--- src/rtl/intersectie_secventiator.sv ---
// Phase scheduler for a two-axis (NS/EO) intersection with pedestrian and emergency phases.
// Latency: outputs registered, change on the same edge as the phase (one edge after timer==0 or urgenta_i rise).
// No backpressure: enable_i=0 freezes phase/timer/outputs; pedestrian requests are still latched and acked.
module intersectie_secventiator #(
  parameter int T_VERDE  = 20,
  parameter int T_GALBEN = 4,
  parameter int T_ROSU   = 2,
  parameter int T_PIETON = 10,
  parameter int CNT_W    = 8
) (
  input  logic       clk_i,
  input  logic       rst_n_i,
  input  logic       enable_i,
  input  logic       cerere_pieton_i,
  input  logic       urgenta_i,
  output logic [1:0] w_ns_o,
  output logic [1:0] w_eo_o,
  output logic       tranzit_ns_o,
  output logic       tranzit_eo_o,
  output logic       pieton_verde_o,
  output logic       cerere_ack_o,
  output logic [2:0] faza_o
);

  typedef enum logic [2:0] {
    S_ROSU      = 3'd0,
    S_VERDE_NS  = 3'd1,
    S_GALBEN_NS = 3'd2,
    S_VERDE_EO  = 3'd3,
    S_GALBEN_EO = 3'd4,
    S_PIETON    = 3'd5,
    S_URGENTA   = 3'd6
  } stare_t;

  localparam logic [CNT_W-1:0] LD_VERDE  = CNT_W'(T_VERDE - 1);
  localparam logic [CNT_W-1:0] LD_GALBEN = CNT_W'(T_GALBEN - 1);
  localparam logic [CNT_W-1:0] LD_ROSU   = CNT_W'(T_ROSU - 1);
  localparam logic [CNT_W-1:0] LD_PIETON = CNT_W'(T_PIETON - 1);

  localparam logic [1:0] W_ROSU   = 2'b00;
  localparam logic [1:0] W_GALBEN = 2'b01;
  localparam logic [1:0] W_VERDE  = 2'b10;
  localparam logic [1:0] W_TOTROSU = 2'b11;

  stare_t           stare_q, stare_d;
  logic [CNT_W-1:0] timer_q, timer_d;
  logic             urm_eo_q, urm_eo_d;       // next green after ROSU: 0 = NS, 1 = EO
  logic             pend_q, pend_d;           // one outstanding pedestrian request
  logic             ped_facut_q, ped_facut_d; // last served phase was PIETON: prevents back-to-back PIETON
  logic             ack_q, ack_d;
  logic [1:0]       w_ns_q, w_ns_d, w_eo_q, w_eo_d;
  logic             tr_ns_q, tr_ns_d, tr_eo_q, tr_eo_d, ped_q, ped_d;

  // Next phase, timer, next-axis and pedestrian bookkeeping
  always_comb begin
    stare_d     = stare_q;
    timer_d     = timer_q;
    urm_eo_d    = urm_eo_q;
    ped_facut_d = ped_facut_q;

    // Remember whether the most recently served phase was the pedestrian one
    case (stare_q)
      S_PIETON: ped_facut_d = 1'b1;
      S_VERDE_NS, S_GALBEN_NS, S_VERDE_EO, S_GALBEN_EO: ped_facut_d = 1'b0;
      default: ped_facut_d = ped_facut_q;
    endcase

    if (urgenta_i) begin
      // Emergency overrides everything, timer is held
      stare_d = S_URGENTA;
    end else if (stare_q == S_URGENTA) begin
      // Leaving emergency always restarts with a full clearance and NS next
      stare_d  = S_ROSU;
      timer_d  = LD_ROSU;
      urm_eo_d = 1'b0;
    end else if (enable_i) begin
      if (timer_q != '0) begin
        timer_d = timer_q - CNT_W'(1);
      end else begin
        case (stare_q)
          S_ROSU: begin
            if (pend_q && !ped_facut_q) begin
              stare_d = S_PIETON;
              timer_d = LD_PIETON;
            end else begin
              stare_d = urm_eo_q ? S_VERDE_EO : S_VERDE_NS;
              timer_d = LD_VERDE;
            end
          end
          S_VERDE_NS: begin
            stare_d = S_GALBEN_NS;
            timer_d = LD_GALBEN;
          end
          S_GALBEN_NS: begin
            stare_d  = S_ROSU;
            timer_d  = LD_ROSU;
            urm_eo_d = 1'b1;
          end
          S_VERDE_EO: begin
            stare_d = S_GALBEN_EO;
            timer_d = LD_GALBEN;
          end
          S_GALBEN_EO: begin
            stare_d  = S_ROSU;
            timer_d  = LD_ROSU;
            urm_eo_d = 1'b0;
          end
          S_PIETON: begin
            stare_d = S_ROSU;
            timer_d = LD_ROSU;
          end
          default: begin
            stare_d = S_ROSU;
            timer_d = LD_ROSU;
          end
        endcase
      end
    end

    // Request latch: entering PIETON consumes the pending flag (and drops a same-edge request)
    ack_d  = cerere_pieton_i && !pend_q && (stare_q != S_PIETON);
    pend_d = pend_q;
    if ((stare_d == S_PIETON) && (stare_q != S_PIETON)) begin
      pend_d = 1'b0;
      ack_d  = 1'b0;
    end else if (ack_d) begin
      pend_d = 1'b1;
    end
  end

  // Light codes decoded from the next phase so they register together with it
  always_comb begin
    w_ns_d  = W_TOTROSU;
    w_eo_d  = W_TOTROSU;
    tr_ns_d = 1'b0;
    tr_eo_d = 1'b0;
    ped_d   = 1'b0;
    case (stare_d)
      S_VERDE_NS: begin
        w_ns_d = W_VERDE;
        w_eo_d = W_ROSU;
      end
      S_GALBEN_NS: begin
        w_ns_d  = W_GALBEN;
        w_eo_d  = W_ROSU;
        tr_ns_d = 1'b1;
      end
      S_VERDE_EO: begin
        w_ns_d = W_ROSU;
        w_eo_d = W_VERDE;
      end
      S_GALBEN_EO: begin
        w_ns_d  = W_ROSU;
        w_eo_d  = W_GALBEN;
        tr_eo_d = 1'b1;
      end
      S_PIETON: begin
        w_ns_d = W_ROSU;
        w_eo_d = W_ROSU;
        ped_d  = 1'b1;
      end
      default: begin
        w_ns_d = W_TOTROSU;
        w_eo_d = W_TOTROSU;
      end
    endcase
  end

  // State, timer and registered outputs
  always_ff @(posedge clk_i or negedge rst_n_i) begin
    if (!rst_n_i) begin
      stare_q     <= S_ROSU;
      timer_q     <= LD_ROSU;
      urm_eo_q    <= 1'b0;
      pend_q      <= 1'b0;
      ped_facut_q <= 1'b0;
      ack_q       <= 1'b0;
      w_ns_q      <= W_TOTROSU;
      w_eo_q      <= W_TOTROSU;
      tr_ns_q     <= 1'b0;
      tr_eo_q     <= 1'b0;
      ped_q       <= 1'b0;
    end else begin
      stare_q     <= stare_d;
      timer_q     <= timer_d;
      urm_eo_q    <= urm_eo_d;
      pend_q      <= pend_d;
      ped_facut_q <= ped_facut_d;
      ack_q       <= ack_d;
      w_ns_q      <= w_ns_d;
      w_eo_q      <= w_eo_d;
      tr_ns_q     <= tr_ns_d;
      tr_eo_q     <= tr_eo_d;
      ped_q       <= ped_d;
    end
  end

  assign w_ns_o         = w_ns_q;
  assign w_eo_o         = w_eo_q;
  assign tranzit_ns_o   = tr_ns_q;
  assign tranzit_eo_o   = tr_eo_q;
  assign pieton_verde_o = ped_q;
  assign cerere_ack_o   = ack_q;
  assign faza_o         = stare_q;

endmodule

--- config.mk ---
export PLATFORM = sky130hd
export DESIGN_NAME = intersectie_secventiator
export DESIGN_NICKNAME = d
export VERILOG_FILES = /design/src/rtl/intersectie_secventiator.sv
export SDC_FILE = /design/constraint.sdc
export NUM_CORES = 1
export LEC_CHECK = 0
export ABC_AREA = 1
export BUFFER_PORTS_ARGS = -buffer_cell sky130_fd_sc_hd__buf_2
export CAP_MARGIN = 20
export CORE_AREA = 2 2 61 58
export DETAILED_ROUTE_END_ITERATION = 10
export DIE_AREA = 0 0 63 60
export MAX_ROUTING_LAYER = met4
export PLACE_DENSITY_LB_ADDON = 0.05
export SLEW_MARGIN = 20
export SYNTH_ARGS = -nofsm -noshare
export SYNTH_HDL_FRONTEND = slang
export SYNTH_SLANG_ARGS = --single-unit
--- constraint.sdc ---
create_clock -name clk_i -period 2 [get_ports clk_i]
set_clock_uncertainty 0.15 [all_clocks]
set_input_delay 0 -clock clk_i [delete_from_list [all_inputs] [get_ports clk_i]]
set_output_delay 0 -clock clk_i [all_outputs]
set_load 0.02 [all_outputs]
==> summary.md, run 1 <==
| Metric | Value |
|---|---|
| Post-synth EDFFs | `0` |
| # DRC | `0` |
| Worst Setup Start Kind | `flip-flop` |
| R2R Path Start | `timer_q[0]` |
| Worst hold path class | `in -> async` |
| Most common cell after layout, fill and taps aside | `nand2_1` |
| Hpwl dp | `2000 um` |
| Pwr/cell area | `1420 nW/um^2` |
| Total gr overflow | `0` |
| Synthesis-stage register bit count | `22` |
| ANT cells | `0` |
| Final hold slack | `0.0234 ns` |
| Drt wl/cell | `11.8 um` |
| Starting density of the core | `38.0%` |
| Post-Synthesis Cells | `146` |
| Yosys Warn Count | `0` |
| GP Congestion | `0.836` |
| # setup viols final | `0` |
| Clock Sinks | `22` |
| Setup TNS | `0 ns` |
| CTS tree | `yes` |
| PortBufs | `15` |
| Pins Over Slew Limit | `0` |
| Worst slew margin | `66.5%` |
| CTS Buffer Depth | `2` |
| Slew @ Worst Pin | `0.503 ns` |
| Lkg Pwr | `0.726 nW` |
| CP Data Arrival Time | `1.92 ns` |
| Clk_lat worst skew | `0.31 ns` |
| Synth Area per Inst | `8.26 um^2` |
| Vias | `960` |
| Nets | `176` |
| Largest cells by area after synthesis | `dfrtp_1, dfstp_2, nand2_1` |
| Clk pin slew, worst setup/hold paths | `0.13 ns` |
| Pre-CTS setup slack | `0.162 ns` |
| CP max FO | `4` |
| Final core occ | `44.3%` |
| Final Hold Viols | `0` |
| RSZ-0062 raised after global routing | `no` |
| Root Buffer | `clkbuf_4` |
| Die X | `63 um` |
| Final period utilization | `91.7%` |
| Critical Path RT | `2.09 ns` |
| Overall power | `2.00 mW` |
| Reg2Reg Capture Point | `w_ns_o[0]` |
| Register area share after synthesis | `46.2%` |
| Mapped Area | `1210 um^2` |
| Max-cap violation count | `0` |
| Max Freq | `545 MHz` |
| Unique masters post-synth | `25` |
| R2R setup slack | `0.17 ns` |
| Final WS setup | `0.166 ns` |
| First-pass GRT wire length | `4330 um` |
| Post-synth top area share | `35.3%` |
| Pre-antenna DRT Iters | `3` |
| Die area | `3780 um^2` |
| Largest net degree at the start of global routing | `23` |
| R2R depth | `10` |
| Vias in the first global route | `974` |
| Initial antenna violation count | `0` |
| Mapped Nets | `152` |
| Starting DRT DRC Count | `28` |
| Async SR Flop Fraction | `100%` |
| Std-Cell Rows | `20` |
| Result of the run | `complete, no violations` |
| Core Box Area | `3180 um^2` |
| WL final | `2520 um` |
| Layout cells sized above 1 | `27.2%` |
| TritonCTS buffer count | `3` |
| Crit path kind | `reg -> reg` |
| Postcts setup bufs | `0` |
| All-Layer GR Usage | `15.5%` |
| Synth Flop Type | `dfrtp_1` |
| Number of top-level pins | `16` |
| Most frequent cells in the layout | `nand2_1, inv_1, dfrtp_1, buf_2, nor2_1` |
| H-Tree Level Count | `1` |
| Drt via density | `4.51` |
| Tmin final | `1.83 ns` |
| CP endpoint kind | `flip-flop` |
| VDD IR-drop max | `0.499 mV` |
| P&R area growth vs syn | `16.7%` |
| Post-route ant nets | `0` |
| Post-synth top area cell | `dfrtp_1` |
| Die Y | `60 um` |
how the worst max path moves through the flow:
stage | start | endpoint | slack (ns) | depth (start not counted)
floorplan | timer_q[0] | pend_q | 0.27 | 10
CTS | timer_q[0] | w_eo_o[0] | 0.13 | 10
global placement | timer_q[0] | pend_q | 0.20 | 12
detailed placement | timer_q[0] | pend_q | 0.16 | 10
finish | timer_q[0] | w_ns_o[0] | 0.17 | 10
global route | timer_q[0] | w_eo_o[1] | 0.005 | 12
critical path, cell delays in order, from the launching register on:
cell	delay, ns
dfstp_2	0.55
inv_1	0.06
ha_1	0.23
nand2_1	0.09
nor2_2	0.05
nand3_2	0.13
nand2_1	0.12
a21oi_4	0.18
inv_2	0.08
nand2_2	0.08
nand2_1	0.05
flip-flops by register name, summed over array words and instances (netlist names):
| register | flops |
|---|---|
| tranzit_eo_o | 1 |
| ped_facut_q | 1 |
| w_eo_o | 2 |
| tranzit_ns_o | 1 |
| urm_eo_q | 1 |
| pend_q | 1 |
| w_ns_o | 2 |
| faza_o | 3 |
| pieton_verde_o | 1 |
| timer_q | 8 |
| cerere_ack_o | 1 |
final cells by class:
class                      count  area [um^2]
multi-input combinational     96          549
inverter                      28          105
tap                           44         55.1
timing repair buffer          19          115
clock buffer                   4         26.3
sequential                    22          557
fill                         349         1770
metal layers:
layer	routed length (um)	vias up	part of all wire (%)	GRT usage, %
met3	54	6	2.1	2.45
met5	0	-	0	-
li1	-	498	-	-
met4	46	0	1.8	7.94
met2	1220	12	48	26.1
met1	1210	444	48	18.2
kinds of logic (layout without fill, tap and decap cells):
| family | count (synthesis) | in the layout | synth area share, % |
|---|---|---|---|
| AOI/OAI and AO/OA | 11 | 11 | 6.85 |
| xor gates and xnor gates | 5 | 5 | 3.63 |
| adders and majority gates | 1 | 1 | 1.04 |
| buffers and inverters | 28 | 51 | 8.71 |
| DFF | 22 | 22 | 46.2 |
| and+or+nand+nor | 79 | 79 | 33.6 |
synthesized netlist by cell type, types with 4 or more instances:
library cell,instances
nand2_2,4
nor3_1,4
xor2_1,5
nand2_4,4
nor2_1,12
nor2_2,4
inv_1,23
dfrtp_1,17
nand3_1,11
inv_2,5
dfstp_2,5
nand2_1,33
metrics by stage:
stage | instance area, um^2 | instances
finish | 1410 | 213
global route | 1410 | 213
CTS | 1400 | 213
detailed placement | 1340 | 205
global placement | 1340 | 205
floorplan | 1210 | 146
timing repair:
item / CTS / global route
hold endpoints to repair: 38 / 0
setup endpoints to repair: 0 / 2
resized for setup: 0 / 1
hold buffers: 4 / 0
where the power goes:
part	switching [mW]	total, mW	internal (mW)
Sequential	0.107	0.725	0.618
Clock	0.128	0.206	0.0777
Combinational	0.718	1.07	0.348
(Power assumes the default switching activity.)
==> run 2, diff against run 1 <==
--- a/config.mk
+++ b/config.mk
@@ -8,9 +8,9 @@
 export ABC_AREA = 1
 export BUFFER_PORTS_ARGS = -buffer_cell sky130_fd_sc_hd__buf_2
 export CAP_MARGIN = 20
-export CORE_AREA = 2 2 61 58
+export CORE_AREA = 2 2 45 78
 export DETAILED_ROUTE_END_ITERATION = 10
-export DIE_AREA = 0 0 63 60
+export DIE_AREA = 0 0 47 80
 export MAX_ROUTING_LAYER = met4
 export PLACE_DENSITY_LB_ADDON = 0.05
 export SLEW_MARGIN = 20
==> summary.md, run 2 (synthesized netlist as in run 1, its figures left out) <==
| Metric | Value |
|---|---|
| CP Data Arrival Time | `1.90 ns (-0.02 ns)` |
| CP peak stage delay | `0.53 ns (-0.02 ns)` |
| Drt via density | `4.71 (+4.4%)` |
| Die X | `47 um (-25%)` |
| Starting density of the core | `38.8% (+0.86 points)` |
| CP max stage cell | `dfstp_2` |
| # DRC | `0 (unchanged)` |
| Lkg Pwr | `0.742 nW (+2.2%)` |
| Max FFs per register | `8 (unchanged)` |
| All-Layer GR Usage | `18.2% (+2.7 points)` |
| Most common cell after layout, fill and taps aside | `nand2_1` |
| Nets | `175 (-0.57%)` |
| Vias in the first global route | `1015 (+4.2%)` |
| Pre-CTS setup slack | `0.126 ns (-0.0357 ns)` |
| Layout cells sized above 1 | `28.0% (+0.76 points)` |
| Slew @ Worst Pin | `0.489 ns (-0.0138 ns)` |
| Drt wl/cell | `13.0 um (+9.9%)` |
| TritonCTS buffer count | `3 (unchanged)` |
| WL final | `2750 um (+8.9%)` |
| Final period utilization | `93.5% (+1.8 points)` |
| Max Freq | `534 MHz (-2.0%)` |
| Starting DRT DRC Count | `18 (-36%)` |
| Initial antenna violation count | `0 (unchanged)` |
| P&R area growth vs syn | `19.1%` |
| Pre-antenna DRT Iters | `4 (+1)` |
| First-pass GRT wire length | `4700 um (+8.4%)` |
| Worst-path cell chain | `inv_1, ha_1, nand2_1, nor2_2, nand3_2, nand2_1, a21oi_4, nand3_1, nand2_1, inv_1` |
| CP endpoint kind | `flip-flop` |
| Hpwl dp | `2170 um (+8.5%)` |
| RSZ-0062 raised after global routing | `no` |
| Final WS setup | `0.129 ns (-0.0367 ns)` |
| Most frequent CP cell | `nand2_1` |
| CTS tree | `yes` |
| H-Tree Level Count | `1 (unchanged)` |
| Clock Sinks | `22 (unchanged)` |
| Worst Setup Start Kind | `flip-flop` |
| Pins Over Slew Limit | `0 (unchanged)` |
| Worst path bufs/invs | `2 (unchanged)` |
| Worst hold path class | `in -> reg` |
| Most frequent cells in the layout | `nand2_1, inv_1, dfrtp_1, buf_2, nor2_1` |
| Result of the run | `complete, no violations` |
| Crit path kind | `reg -> reg` |
| Pwr/cell area | `1550 nW/um^2 (+9.1%)` |
| Std-Cell Rows | `27 (+35%)` |
| ANT cells | `0 (unchanged)` |
| CTS Buffer Depth | `2 (unchanged)` |
| Biggest register | `timer_q` |
| Clk pin slew, worst setup/hold paths | `0.08 ns (-0.05 ns)` |
| Resized Gates After CTS | `0 (unchanged)` |
| Vias | `993 (+3.4%)` |
| Critical Path RT | `2.03 ns (-0.06 ns)` |
| Largest net degree at the start of global routing | `23 (unchanged)` |
| Clk_lat worst skew | `0.27 ns (-0.04 ns)` |
| Max-cap violation count | `0 (unchanged)` |
| GP Congestion | `0.824 (-1.4%)` |
| Overall power | `2.22 mW (+11%)` |
| Core Box Area | `3110 um^2 (-2.2%)` |
| Final Hold Viols | `0 (unchanged)` |
| Total gr overflow | `0 (unchanged)` |
| # setup viols final | `0 (unchanged)` |
| PortBufs | `15 (unchanged)` |
| Die area | `3760 um^2 (-0.53%)` |
| VDD IR-drop max | `0.741 mV (+48%)` |
| Worst slew margin | `67.4% (+0.92 points)` |
| Die Y | `80 um (+33%)` |
| Root Buffer | `clkbuf_8` |
| Family with the most delay on the worst path | `simple AND/OR/NAND/NOR gates` |
| Postcts setup bufs | `0 (unchanged)` |
| CP max FO | `4 (unchanged)` |
| Number of top-level pins | `16 (unchanged)` |
| Post-route ant nets | `0 (unchanged)` |
| Tmin final | `1.87 ns (+0.0367 ns)` |
| Setup TNS | `0 ns (unchanged)` |
[run 2: what timing repair did]
action	CTS	global route
setup endpoints to repair	0	0
hold buffers	3	0
hold endpoints to repair	31	0
[run 2: final cells by class]
| class | count | area [um^2] |
|---|---|---|
| Timing Repair Buffer | 18 | 105 |
| Tap cell | 43 | 53.8 |
| Inverter | 28 | 105 |
| Clock buffer | 3 | 41.3 |
| Multi-Input combinational cell | 96 | 544 |
| Sequential cell | 22 | 557 |
| Fill cell | 338 | 1670 |
| Clock inverter | 1 | 30.0 |
[run 2: per-layer routing]
layer	vias to the layer above	track usage, %	wire, um
li1	497	-	-
met1	479	18.8	984
met5	-	-	0
met3	5	2.26	55
met4	0	7.50	60
met2	12	32.6	1650
[run 2: final timing paths]
path | from | end | slack [ns] | depth (start not counted)
setup / recovery | timer_q[0] | pend_q | 0.13 | 10
hold / removal | enable_i | faza_o[0] | 0.02 | 4
setup reg to reg | timer_q[0] | pend_q | 0.13 | 10
hold reg to reg | timer_q[0] | timer_q[0] | 0.34 | 2
max in group asynchronous | rst_n_i | w_eo_o[1] | 1.28 | 2
min in group asynchronous | rst_n_i | urm_eo_q | 0.07 | 2
[run 2: stage by stage]
step | hold slack (ns) | area [um^2] | cells | util, %
floorplan | -0.446 | 1210 | 146 | -
global placement | -0.155 | 1340 | 204 | 43.0
detailed placement | -0.151 | 1340 | 204 | 43.0
CTS | 0.0230 | 1440 | 211 | 46.2
global route | 0.0390 | 1440 | 211 | 46.2
finish | 0.0221 | 1440 | 211 | 46.2
[run 2: report_power, final]
part | switching [mW] | leakage, nW | internal, mW
Clock | 0.156 | 0.0357 | 0.268
Sequential | 0.0985 | 0.271 | 0.619
Combinational | 0.738 | 0.435 | 0.345
Total | 0.993 | 0.742 | 1.23
[run 2: tightest hold or removal path, stage by stage]
cell	delay, ns
buf_2	0.11
nand3_1	0.12
nand3_4	0.13
inv_1	0.04
